--- config.mk ---
export PLATFORM = sky130hd
export DESIGN_NAME = npu_seq_ctrl_flat
export DESIGN_NICKNAME = d
export VERILOG_FILES = /design/src/rtl/npu_seq_pkg.sv /design/src/rtl/npu_seq_ctrl_if.sv /design/src/rtl/npu_seq_tx_ser.sv /design/src/rtl/npu_seq_ctrl.sv /design/src/flat_wrapper.sv
export SDC_FILE = /design/constraint.sdc
export NUM_CORES = 1
export LEC_CHECK = 0
export ABC_AREA = 1
export BUFFER_PORTS_ARGS = -buffer_cell sky130_fd_sc_hd__buf_2
export CAP_MARGIN = 0
export CELL_PAD_IN_SITES_DETAIL_PLACEMENT = 1
export CELL_PAD_IN_SITES_GLOBAL_PLACEMENT = 1
export CORE_MARGIN = 10
export CORE_UTILIZATION = 40
export CTS_CLUSTER_SIZE = 24
export DETAILED_ROUTE_END_ITERATION = 10
export PLACE_DENSITY = 0.82
export SLEW_MARGIN = 30
export SYNTH_ARGS = -nofsm -noshare
export SYNTH_HDL_FRONTEND = slang
export SYNTH_SLANG_ARGS = --single-unit
--- constraint.sdc ---
create_clock -name clk -period 2 [get_ports clk]
set_clock_uncertainty 0.1 [all_clocks]
set_input_delay 0.3 -clock clk [delete_from_list [all_inputs] [get_ports clk]]
set_output_delay 0.3 -clock clk [all_outputs]
set_load 0.02 [all_outputs]
--- src/rtl/npu_seq_pkg.sv ---
// Shared types and default sizes for the npu_seq_ctrl sequencer.
package npu_seq_pkg;
  localparam int IN_BYTES_D  = 65536;
  localparam int OUT_WORDS_D = 8192;
  localparam int LANES_D     = 4;
  localparam int LANE_W      = 16;
  localparam int BYTE_W      = 8;

  typedef enum logic [2:0] {
    IDLE, LOAD, PROC_RUN, PROC_GAP, SEND_RD, SEND_TX, SEND_WAIT, DONE
  } seq_state_t;
endpackage

--- src/rtl/npu_seq_ctrl_if.sv ---
// Bus between the sequencer (master) and the UART/memory/NPU environment (slave).
interface npu_seq_ctrl_if #(
  parameter int LANES  = npu_seq_pkg::LANES_D,
  parameter int ADDR_W = 16
);
  import npu_seq_pkg::*;

  logic                          start;
  logic                          rx_done;
  logic [BYTE_W-1:0]             rx_data;
  logic                          in_we;
  logic [ADDR_W-1:0]             in_addr;
  logic [BYTE_W-1:0]             in_wdata;
  logic                          npu_en;
  logic                          npu_done;
  logic                          out_we;
  logic [ADDR_W-1:0]             out_addr;
  logic [LANES-1:0][LANE_W-1:0]  out_rdata;
  logic [BYTE_W-1:0]             tx_data;
  logic                          tx_en;
  logic                          tx_done;
  logic                          busy;
  logic                          done;
  logic                          err_overrun;

  modport master (
    input  start, rx_done, rx_data, npu_done, out_rdata, tx_done,
    output in_we, in_addr, in_wdata, npu_en, out_we, out_addr,
           tx_data, tx_en, busy, done, err_overrun
  );

  modport slave (
    output start, rx_done, rx_data, npu_done, out_rdata, tx_done,
    input  in_we, in_addr, in_wdata, npu_en, out_we, out_addr,
           tx_data, tx_en, busy, done, err_overrun
  );
endinterface

--- src/rtl/npu_seq_tx_ser.sv ---
// Holds one output-memory word and steps through its bytes, low byte of lane 0 first.
module npu_seq_tx_ser
  import npu_seq_pkg::*;
#(
  parameter int LANES = LANES_D
) (
  input  logic                         clk,
  input  logic                         rst,
  input  logic                         load,
  input  logic                         fire,
  input  logic                         wait_st,
  input  logic                         tx_done,
  input  logic [LANES-1:0][LANE_W-1:0] word,
  output logic                         tx_en,
  output logic [BYTE_W-1:0]            tx_data,
  output logic                         last_byte
);
  localparam int NB    = 2 * LANES;
  localparam int SEL_W = $clog2(NB);

  // Byte view of the latched word: byte k is lane k/2, low half first.
  logic [NB-1:0][BYTE_W-1:0] word_q;
  logic [SEL_W-1:0]          byte_sel;

  always_ff @(posedge clk) begin
    if (rst) begin
      word_q   <= '0;
      byte_sel <= '0;
    end else if (load) begin
      word_q   <= word;
      byte_sel <= '0;
    end else if (wait_st && tx_done && !last_byte) begin
      byte_sel <= byte_sel + 1'b1;
    end
  end

  assign last_byte = (byte_sel == SEL_W'(NB - 1));
  assign tx_en     = fire;
  assign tx_data   = word_q[byte_sel];
endmodule

--- src/rtl/npu_seq_ctrl.sv ---
// UART -> input memory -> NPU -> output memory -> UART sequencer, one explicit FSM.
// Define NPU_SEQ_CHECKSUM_EN to append an XOR checksum byte after the data bytes.
module npu_seq_ctrl
  import npu_seq_pkg::*;
#(
  parameter int IN_BYTES  = IN_BYTES_D,
  parameter int OUT_WORDS = OUT_WORDS_D,
  parameter int LANES     = LANES_D,
  parameter int ADDR_W    = 16
) (
  input  logic           clk,
  input  logic           rst,
  npu_seq_ctrl_if.master bus
);
  localparam int CNT_W = $clog2(IN_BYTES) + 1;
  localparam int IDX_W = $clog2(OUT_WORDS) + 1;

  seq_state_t        state, state_nx;
  logic [CNT_W-1:0]  byte_cnt;
  logic [IDX_W-1:0]  blk_idx, word_idx;
  logic              in_we_q, err_q;
  logic [ADDR_W-1:0] in_addr_q;
  logic [BYTE_W-1:0] in_wdata_q;

  logic              start_acc, load_full, rx_take, last_blk, last_word, send_last;
  logic              ser_load, ser_fire, ser_wait, ser_last, cks_pend;
  logic [BYTE_W-1:0] ser_data;
  logic              npu_en_c, out_we_c, busy_c, done_c;
  logic [ADDR_W-1:0] in_addr_c, out_addr_c;

  assign start_acc = bus.start && (state == IDLE || state == DONE);
  assign load_full = (byte_cnt == CNT_W'(IN_BYTES));
  assign rx_take   = bus.rx_done && state == LOAD && !load_full;
  assign last_blk  = (blk_idx == IDX_W'(OUT_WORDS - 1));
  assign last_word = (word_idx == IDX_W'(OUT_WORDS - 1));
  assign send_last = state == SEND_WAIT && bus.tx_done && ser_last && last_word;

  always_ff @(posedge clk) begin
    if (rst) state <= IDLE;
    else     state <= state_nx;
  end

  always_comb begin
    state_nx = state;
    case (state)
      IDLE, DONE: if (bus.start) state_nx = LOAD;
      // load_full first holds in the cycle the final byte is written
      LOAD:       if (load_full) state_nx = PROC_RUN;
      PROC_RUN:   if (bus.npu_done) state_nx = PROC_GAP;
      PROC_GAP:   state_nx = last_blk ? SEND_RD : PROC_RUN;
      SEND_RD:    state_nx = SEND_TX;
      SEND_TX:    state_nx = SEND_WAIT;
      SEND_WAIT:
        if (bus.tx_done) begin
          if (!ser_last)      state_nx = SEND_TX;
          else if (!last_word) state_nx = SEND_RD;
          else if (cks_pend)  state_nx = SEND_TX;
          else                state_nx = DONE;
        end
      default:    state_nx = IDLE;
    endcase
  end

  always_comb begin
    npu_en_c   = 1'b0;
    out_we_c   = 1'b0;
    busy_c     = 1'b1;
    done_c     = 1'b0;
    ser_load   = 1'b0;
    ser_fire   = 1'b0;
    ser_wait   = 1'b0;
    in_addr_c  = in_addr_q;
    out_addr_c = '0;
    case (state)
      IDLE: busy_c = 1'b0;
      DONE: begin
        busy_c = 1'b0;
        done_c = 1'b1;
      end
      PROC_RUN: begin
        npu_en_c   = 1'b1;
        out_we_c   = bus.npu_done;
        in_addr_c  = ADDR_W'({blk_idx, 1'b0});
        out_addr_c = ADDR_W'(blk_idx);
      end
      // The read address leads SEND_RD by a cycle so the 1-cycle-latency
      // read data is already on out_rdata when SEND_RD latches it.
      PROC_GAP:  out_addr_c = last_blk ? ADDR_W'(word_idx) : ADDR_W'(blk_idx);
      SEND_RD: begin
        ser_load   = 1'b1;
        out_addr_c = ADDR_W'(word_idx);
      end
      SEND_TX: begin
        ser_fire   = 1'b1;
        out_addr_c = ADDR_W'(word_idx);
      end
      SEND_WAIT: begin
        ser_wait   = 1'b1;
        out_addr_c = (ser_last && !last_word) ? ADDR_W'(word_idx + 1'b1)
                                              : ADDR_W'(word_idx);
      end
      default: ;
    endcase
  end

  always_ff @(posedge clk) begin
    if (rst) begin
      byte_cnt   <= '0;
      blk_idx    <= '0;
      word_idx   <= '0;
      in_we_q    <= 1'b0;
      in_addr_q  <= '0;
      in_wdata_q <= '0;
      err_q      <= 1'b0;
    end else begin
      in_we_q <= rx_take;
      if (rx_take) begin
        in_addr_q  <= ADDR_W'(byte_cnt);
        in_wdata_q <= bus.rx_data;
        byte_cnt   <= byte_cnt + 1'b1;
      end
      if (state == PROC_GAP) begin
        blk_idx <= blk_idx + 1'b1;
        if (last_blk) word_idx <= '0;
      end
      if (state == SEND_WAIT && bus.tx_done && ser_last && !last_word)
        word_idx <= word_idx + 1'b1;
      // A byte with nowhere to go is dropped and flagged.
      if (bus.rx_done && (state != LOAD || load_full)) err_q <= 1'b1;
      if (start_acc) begin
        byte_cnt  <= '0;
        blk_idx   <= '0;
        word_idx  <= '0;
        in_addr_q <= '0;
        err_q     <= 1'b0;
      end
    end
  end

  npu_seq_tx_ser #(.LANES(LANES)) u_tx_ser (
    .clk       (clk),
    .rst       (rst),
    .load      (ser_load),
    .fire      (ser_fire),
    .wait_st   (ser_wait),
    .tx_done   (bus.tx_done),
    .word      (bus.out_rdata),
    .tx_en     (bus.tx_en),
    .tx_data   (ser_data),
    .last_byte (ser_last)
  );

`ifdef NPU_SEQ_CHECKSUM_EN
  logic [BYTE_W-1:0] cks_q;
  logic              cks_ph;

  always_ff @(posedge clk) begin
    if (rst || start_acc) begin
      cks_q  <= '0;
      cks_ph <= 1'b0;
    end else begin
      if (ser_fire && !cks_ph) cks_q <= cks_q ^ ser_data;
      if (send_last) cks_ph <= 1'b1;
    end
  end

  assign cks_pend    = !cks_ph;
  assign bus.tx_data = cks_ph ? cks_q : ser_data;
`else
  assign cks_pend    = 1'b0;
  assign bus.tx_data = ser_data;
`endif

  assign bus.in_we       = in_we_q;
  assign bus.in_addr     = in_addr_c;
  assign bus.in_wdata    = in_wdata_q;
  assign bus.npu_en      = npu_en_c;
  assign bus.out_we      = out_we_c;
  assign bus.out_addr    = out_addr_c;
  assign bus.busy        = busy_c;
  assign bus.done        = done_c;
  assign bus.err_overrun = err_q;
endmodule

--- src/flat_wrapper.sv ---
// flat-port wrapper written by rule: the top's interface ports become plain ports
module npu_seq_ctrl_flat import npu_seq_pkg::*;
#(
  parameter int IN_BYTES  = IN_BYTES_D,
  parameter int OUT_WORDS = OUT_WORDS_D,
  parameter int LANES     = LANES_D,
  parameter int ADDR_W    = 16
)
  (clk, rst, bus_start, bus_rx_done, bus_rx_data, bus_npu_done, bus_out_rdata, bus_tx_done, bus_in_we, bus_in_addr, bus_in_wdata, bus_npu_en, bus_out_we, bus_out_addr, bus_tx_data, bus_tx_en, bus_busy, bus_done, bus_err_overrun);
  npu_seq_ctrl_if #(.LANES(LANES), .ADDR_W(ADDR_W)) bus_i ();
  input  logic clk;
  input  logic rst;
  input wire logic [$bits(bus_i.start)-1:0] bus_start;
  input wire logic [$bits(bus_i.rx_done)-1:0] bus_rx_done;
  input wire logic [$bits(bus_i.rx_data)-1:0] bus_rx_data;
  input wire logic [$bits(bus_i.npu_done)-1:0] bus_npu_done;
  input wire logic [$bits(bus_i.out_rdata)-1:0] bus_out_rdata;
  input wire logic [$bits(bus_i.tx_done)-1:0] bus_tx_done;
  output wire logic [$bits(bus_i.in_we)-1:0] bus_in_we;
  output wire logic [$bits(bus_i.in_addr)-1:0] bus_in_addr;
  output wire logic [$bits(bus_i.in_wdata)-1:0] bus_in_wdata;
  output wire logic [$bits(bus_i.npu_en)-1:0] bus_npu_en;
  output wire logic [$bits(bus_i.out_we)-1:0] bus_out_we;
  output wire logic [$bits(bus_i.out_addr)-1:0] bus_out_addr;
  output wire logic [$bits(bus_i.tx_data)-1:0] bus_tx_data;
  output wire logic [$bits(bus_i.tx_en)-1:0] bus_tx_en;
  output wire logic [$bits(bus_i.busy)-1:0] bus_busy;
  output wire logic [$bits(bus_i.done)-1:0] bus_done;
  output wire logic [$bits(bus_i.err_overrun)-1:0] bus_err_overrun;
  assign bus_i.start = bus_start;
  assign bus_i.rx_done = bus_rx_done;
  assign bus_i.rx_data = bus_rx_data;
  assign bus_i.npu_done = bus_npu_done;
  assign bus_i.out_rdata = bus_out_rdata;
  assign bus_i.tx_done = bus_tx_done;
  assign bus_in_we = bus_i.in_we;
  assign bus_in_addr = bus_i.in_addr;
  assign bus_in_wdata = bus_i.in_wdata;
  assign bus_npu_en = bus_i.npu_en;
  assign bus_out_we = bus_i.out_we;
  assign bus_out_addr = bus_i.out_addr;
  assign bus_tx_data = bus_i.tx_data;
  assign bus_tx_en = bus_i.tx_en;
  assign bus_busy = bus_i.busy;
  assign bus_done = bus_i.done;
  assign bus_err_overrun = bus_i.err_overrun;
  npu_seq_ctrl #(.IN_BYTES(IN_BYTES), .OUT_WORDS(OUT_WORDS), .LANES(LANES), .ADDR_W(ADDR_W)) u_core (.clk(clk), .rst(rst), .bus(bus_i));
endmodule
# --- Word level (Yosys, flattened, before mapping) ---
# Index checks and enable logic that the tools add are counted.
classes:
  add_sub_neg: 5
  n_reduce_logical: 24
  div_mod_pow: 0
  n_bitwise: 0
  shift: 0
  n_mux: 24
  multipliers: 0
  n_eq_ne: 16
  order_cmp: 1
op_table:
  columns: ["op", "n"]
  rows:
  - ["16-bit one-hot mux with 4 select lines", 1]
  - ["14-bit 2-to-1 mux", 4]
  - ["16-bit 2-to-1 mux", 2]
  - ["14-bit by 1-bit adder with 14-bit output, second input constant", 2]
  - ["14-bit by 13-bit equality test with 1-bit output, second input constant", 2]
  - ["8-bit binary-select mux with 3-bit select", 1]
  - ["3-bit one-hot mux with 7 select lines", 1]
  - ["3-bit 2-to-1 mux", 6]
  - ["17-bit by 1-bit adder with 17-bit output, second input constant", 1]
  - ["17-bit equality test, second input constant", 1]
  - ["14-bit by 1-bit adder with 15-bit output, second input constant", 1]
  - ["3-bit equality test, second input constant", 5]
  - ["1-bit logical AND", 10]
  - ["8-bit 2-to-1 mux", 1]
  - ["2-bit OR reduction", 4]
  - ["1-bit 2-to-1 mux", 7]
  - ["3-bit by 2-bit equality test with 1-bit output, second input constant", 2]
  - ["3-bit by 4-bit less-than comparator with 1-bit output, second input constant", 1]
  - ["2-bit by 1-bit inequality test with 1-bit output, second input constant", 2]
  - ["2-bit inequality test, second input constant", 2]
  - ["4-bit AND reduction", 1]
  - ["2-bit nonzero test", 2]
  - ["3-bit by 1-bit adder with 3-bit output, second input constant", 1]
  - ["3-bit by 1-bit equality test with 1-bit output, second input constant", 1]
  - ["other kinds (6)", 9]
word_totals:
  rom_bits: 0
  latchBits: 0
  mem_bits_rw: 0
  regBits: 141
  memories: 0
  elab_cells: 87

# --- Logic depth before layout (Yosys ltp) ---
depth:
  ltp_word: 6
  depth_mapped: 12
  depth_no_buf: 12

# --- By module ---
# From an unflattened synthesis, not the netlist that was laid out.
hier_totals:
  cells_unflattened: 1107
  hier_area_um2: 7712.4
by_module_without_submodules:
  columns: ["module", "area_each_um2", "cells_per_inst", "n_inst"]
  rows:
  - ["npu_seq_ctrl", 4200.3, 661, 1]
  - ["npu_seq_tx_ser", 3512.1, 446, 1]

# --- Worst setup path before layout ---
# No wires, ideal clock.
synth_path:
  kind: "reg2out"
  startpoint: "register u_core.u_tx_ser.byte_sel[1]"
  endpoint: "output bus_out_addr[14]"
  setup_slack_ns: 0.045
  stages_incl_launch_ff: 7
  arrival_time_ns: 1.555
  required_ns: 1.600
  path_buffers: 0
  cell_sequence: "dfxtp_1 ha_1 ha_1 inv_1 nor2_8 nand3_1 nor3_1"
synth_between:
  elab_chain_len: 4
synth_lines:
  columns: ["item", "line_no", "rtl"]
  rows:
  - ["from (decl)", "npu_seq_tx_ser.sv:23", "logic [SEL_W-1:0] byte_sel;"]
  - ["from (signal assigned)", "npu_seq_tx_ser.sv:33", "byte_sel <= byte_sel + 1'b1;"]
  - ["3-bit equality test", "npu_seq_tx_ser.sv:37", "assign last_byte = (byte_sel == SEL_W'(NB - 1));"]
  - ["1-bit logical AND", "npu_seq_ctrl.sv:99", "out_addr_c = (ser_last && !last_word) ? ADDR_W'(word_idx + 1'b1)"]
  - ["16-bit 2-to-1 mux", "npu_seq_ctrl.sv:99", null]
  - ["16-bit one-hot mux with 4 select lines", "npu_seq_ctrl.sv:74", "case (state)"]
  - ["to (decl)", "flat_wrapper.sv:24", "output wire logic [$bits(bus_i.out_addr)-1:0] bus_out_addr;"]
# No other way between the ends.

# --- Worst setup path after layout ---
layout_path:
  startpoint: "register u_core.word_idx[12]"
  endpoint: "output bus_out_addr[2]"
layout_between:
  elab_chain_len: 5
layout_lines:
  columns: ["item", "line_no", "rtl"]
  rows:
  - ["from (decl)", "npu_seq_ctrl.sv:20", "logic [IDX_W-1:0] blk_idx, word_idx;"]
  - ["from (signal assigned)", "npu_seq_ctrl.sv:127", "word_idx <= word_idx + 1'b1;"]
  - ["14-bit by 13-bit equality test with 1-bit output", "npu_seq_ctrl.sv:35", "assign last_word = (word_idx == IDX_W'(OUT_WORDS - 1));"]
  - ["1-bit zero test", null, null]
  - ["1-bit logical AND", "npu_seq_ctrl.sv:99", null]
  - ["16-bit 2-to-1 mux", "npu_seq_ctrl.sv:99", null]
  - ["16-bit one-hot mux with 4 select lines", "npu_seq_ctrl.sv:74", null]
# No other way between the ends.

==> impl_summary.log <==
INFO  metric finalNetCount = 1479
INFO  metric area_overhead_of_the_layout_relative_to_synthesis = 49.03%
INFO  metric worst_hold_path_type = input pin to register
INFO  metric total_leakage_power = a little under 5 nW
INFO  metric multi_input_area = 4911 sq um
INFO  metric clk_latency = ~0.44 ns
INFO  metric total_power = around 0.0089 W
INFO  metric area.sequential = 2853 sq um
INFO  metric reg2regPathDepth = 14
INFO  metric post_placement_setup_slack = -0.04644 ns
INFO  metric final.min_clock_period = 2.576 ns
INFO  metric clk_transition_reported_paths = roughly 0.07 ns
INFO  metric core.rowCount = 50
INFO  metric ys_top_cells_by_count = nor2_1, nand2_1, dfxtp_1
INFO  metric postLayoutSetupSlackWorst = -0.5756 ns
INFO  metric post_synth_num_cell_types = 40
INFO  metric placement.cell_area = ~9000 sq um
INFO  metric finalSetupTns = -12.51 ns
INFO  metric synth_nets = 1241
INFO  metric gp_routability_congestion = roughly 0.91
INFO  metric finalHoldViolations = 0
INFO  metric crit_path_max_incr_delay = between 0.3 and 0.4 ns
INFO  metric route.detailed.wl_per_inst = 24.15 um
INFO  metric cellPowerDensity = 781.0 nW/um^2
INFO  metric track_usage = 26.26%
INFO  metric synthesis.instances = between 1000 and 1500
INFO  metric drt.antenna.violating_nets = 0
INFO  metric critical-path-slowest-cell = dfxtp_1
INFO  metric cts-buffers-inserted = 17
INFO  metric detail_route.vias_per_cell = 5.828
INFO  metric final_util = 60.97%
INFO  metric worstSetupStartpointType = register
INFO  metric crit_type = register to output port
INFO  metric achievable-frequency = 388.3 MHz
INFO  metric ys.warnings.count = 0
INFO  metric core_area = 18770 sq um
INFO  metric netlist.area_leader.share = 36.76%
INFO  metric post-dp-hpwl = 19540 um
INFO  metric synth_seq_area_share = 36.76%
INFO  metric cts_buffer_depth = 2
INFO  metric syn_avg_cell_area = 6.637 sq um
INFO  metric firstDrtPassIters = 7
INFO  metric die_footprint = 25140 sq um
INFO  metric fill_cells = 2335
INFO  metric worstPathArrival = between 2 and 2.5 ns
INFO  metric ctsHtreeMaxLevel = 4
INFO  metric number_of_antenna_violations_at_the_first_check_in_global_routing = 2
INFO  metric antenna_diodes = 0
INFO  metric run_status = finished, violations left
INFO  metric post_route_cells_drive_above_1_share = 38.07%
INFO  metric routed-via-count = 9570
INFO  metric period_share = 128.8%
INFO  metric synthDominantAreaCellType = dfxtp_1
INFO  metric syn-cell-area = 7679 sq um
INFO  metric cp_cell_sequence = inv_1 > nor2_1 > nand2_1 > inv_1 > nand2_4 > nand2_4 > buf_6 > nand2_1 > nand3_1 > nand3b_1 > buf_6
INFO  metric synth.ff_latch_count = 141
INFO  metric drv_cap = 0
INFO  metric port_buffers = approximately 130
INFO  metric clkSinkCount = between 100 and 150
INFO  metric final_cell_area = 11440 sq um
INFO  metric grt_pass1_wl = 52140 um
INFO  metric drc_marker_count_from_the_first_detailed_route_iteration = 757
INFO  metric cp_max_fo = 4
INFO  metric cts_tree = built
INFO  metric yosysMostFrequentCell = nor2_1
INFO  metric number_of_enable_type_register_cells_in_the_synthesized_netlist = 0
INFO  metric initial_utilization = approximately two fifths
INFO  metric synthArstFlopShare = 0%
INFO  metric cts.root.buffer_cell = clkbuf_16
INFO  metric drc_violations_left = 0
INFO  metric first_global_vias = 9633
INFO  metric route.final.wire_length = 39660 um
INFO  metric finalSetupViolations = 52
INFO  metric die_w = 158.6 um
INFO  metric grt_max_degree = 75
INFO  metric postSynth.topFlopCell = dfxtp_1
INFO  metric worstSetupEndpointType = output port
INFO  metric hold_depth = 3
INFO  metric timing.critical_path.required = 1.60 ns
INFO  metric irDropWorstVdd = 425.0 uV
INFO  metric failed_checks = setup timing
INFO  metric top_level_ports = 133
INFO  metric maxSlewViolCount = 0
INFO  metric die_y = 158.6 um
INFO  metric ys_top_cells_by_area = dfxtp_1, nor2_1, nand2_1
INFO  metric globalRoute.totalOverflow = 0
INFO  metric setup_repair_after_global_routing_missed_its_margin = yes
## cells by family (layout without fill, tap and decap cells)
family	after synthesis	in the layout	synth area share, %
AOI/OAI and AO/OA	199	199	15.69
xor gates and xnor gates	12	12	1.369
adders and majority gates	6	6	0.9777
buffers and inverters	141	392	8.701
DFF	141	141	36.76
other	1	1	0.04884
and+or+nand+nor	657	657	36.45
## power by group
group          leakage [nW]  internal (W)  switching, W  total, W
sequential             1.15       0.00295      0.000115   0.00306
combinational          3.48      0.000945       0.00153   0.00247
clock                 0.293       0.00193       0.00147   0.00340
## path summary, 6_finish.rpt
check / start / to / slack [ns]
hold / removal: bus_out_rdata[40] / u_core.u_tx_ser.word_q[40] / 0.007
setup / recovery: u_core.word_idx[12] / bus_out_addr[2] / -0.58
setup reg to reg: u_core.blk_idx[7] / u_core.state[2] / -0.12
hold reg to reg: u_core.u_tx_ser.word_q[40] / u_core.u_tx_ser.word_q[40] / 0.39
## worst max-delay path, delay by kind of cell, from the launching register on
| family | cells | cell delay, ns |
|---|---|---|
| buffers and inverters | 4 | 0.54 |
| flip-flops | 1 | 0.36 |
| AND/OR/NAND/NOR | 7 | 0.82 |
## flip-flops by register name (all words and copies together), names as in the netlist
name,flops
u_core.state,3
u_core.word_idx,14
u_core.in_addr_q,16
u_core.u_tx_ser.word_q,64
u_core.blk_idx,14
u_core.bus.in_wdata,8
u_core.bus.in_we,1
u_core.bus.err_overrun,1
u_core.byte_cnt,17
u_core.u_tx_ser.byte_sel,3
## cell type report
cell class | instances | share of cell area [%]
tap | 234 | 2.558
inverter | 81 | 2.897
timing repair buffer | 279 | 21.41
clock buffer | 19 | 3.958
clock inverter | 13 | 1.334
multi-input combinational | 875 | 42.91
sequential | 141 | 24.93
## metrics by stage
stage | std cells | hold WS [ns]
floorplan | 1157 | 0.2691
global placement | 1548 | 0.3606
detailed placement | 1548 | 0.3714
CTS | 1624 | 0.01332
global route | 1642 | 0.007089
finish | 1642 | 0.006731
## metal layers
layer	GRT usage [%]	vias to the layer above	share of wire, %
met5	0	-	0.081
met4	10.59	4	6.2
met3	5.828	198	6.7
met2	45.84	513	49
met1	30.43	4676	38
li1	-	4179	-
## cells in the final DEF (no fill, tap or decap), types with 10 or more instances in the layout
cell	count
o21ai_0	99
inv_1	63
nand2_2	51
dfxtp_1	127
buf_2	90
nand2_1	207
nand3_1	40
o21ai_2	16
o21ai_1	11
nor2_1	263
nand2_4	13
buf_6	46
clkbuf_16	20
o32ai_2	10
buf_4	107
nor2_2	21
nand4_1	11
buf_12	16
a21oi_2	33
a21oi_1	15
nor2_4	24
## repair_timing
| item | CTS | global route |
|---|---|---|
| pin swaps | 39 | 49 |
| gates resized for setup | 242 | 104 |
| cloned | 7 | 3 |
| endpoints found under the setup margin | 41 | 82 |
| hold buffers | 7 | 0 |
| buffers inserted | 31 | 18 |
| hold endpoints to repair | 7 | 0 |
(Power assumes the default switching activity.)
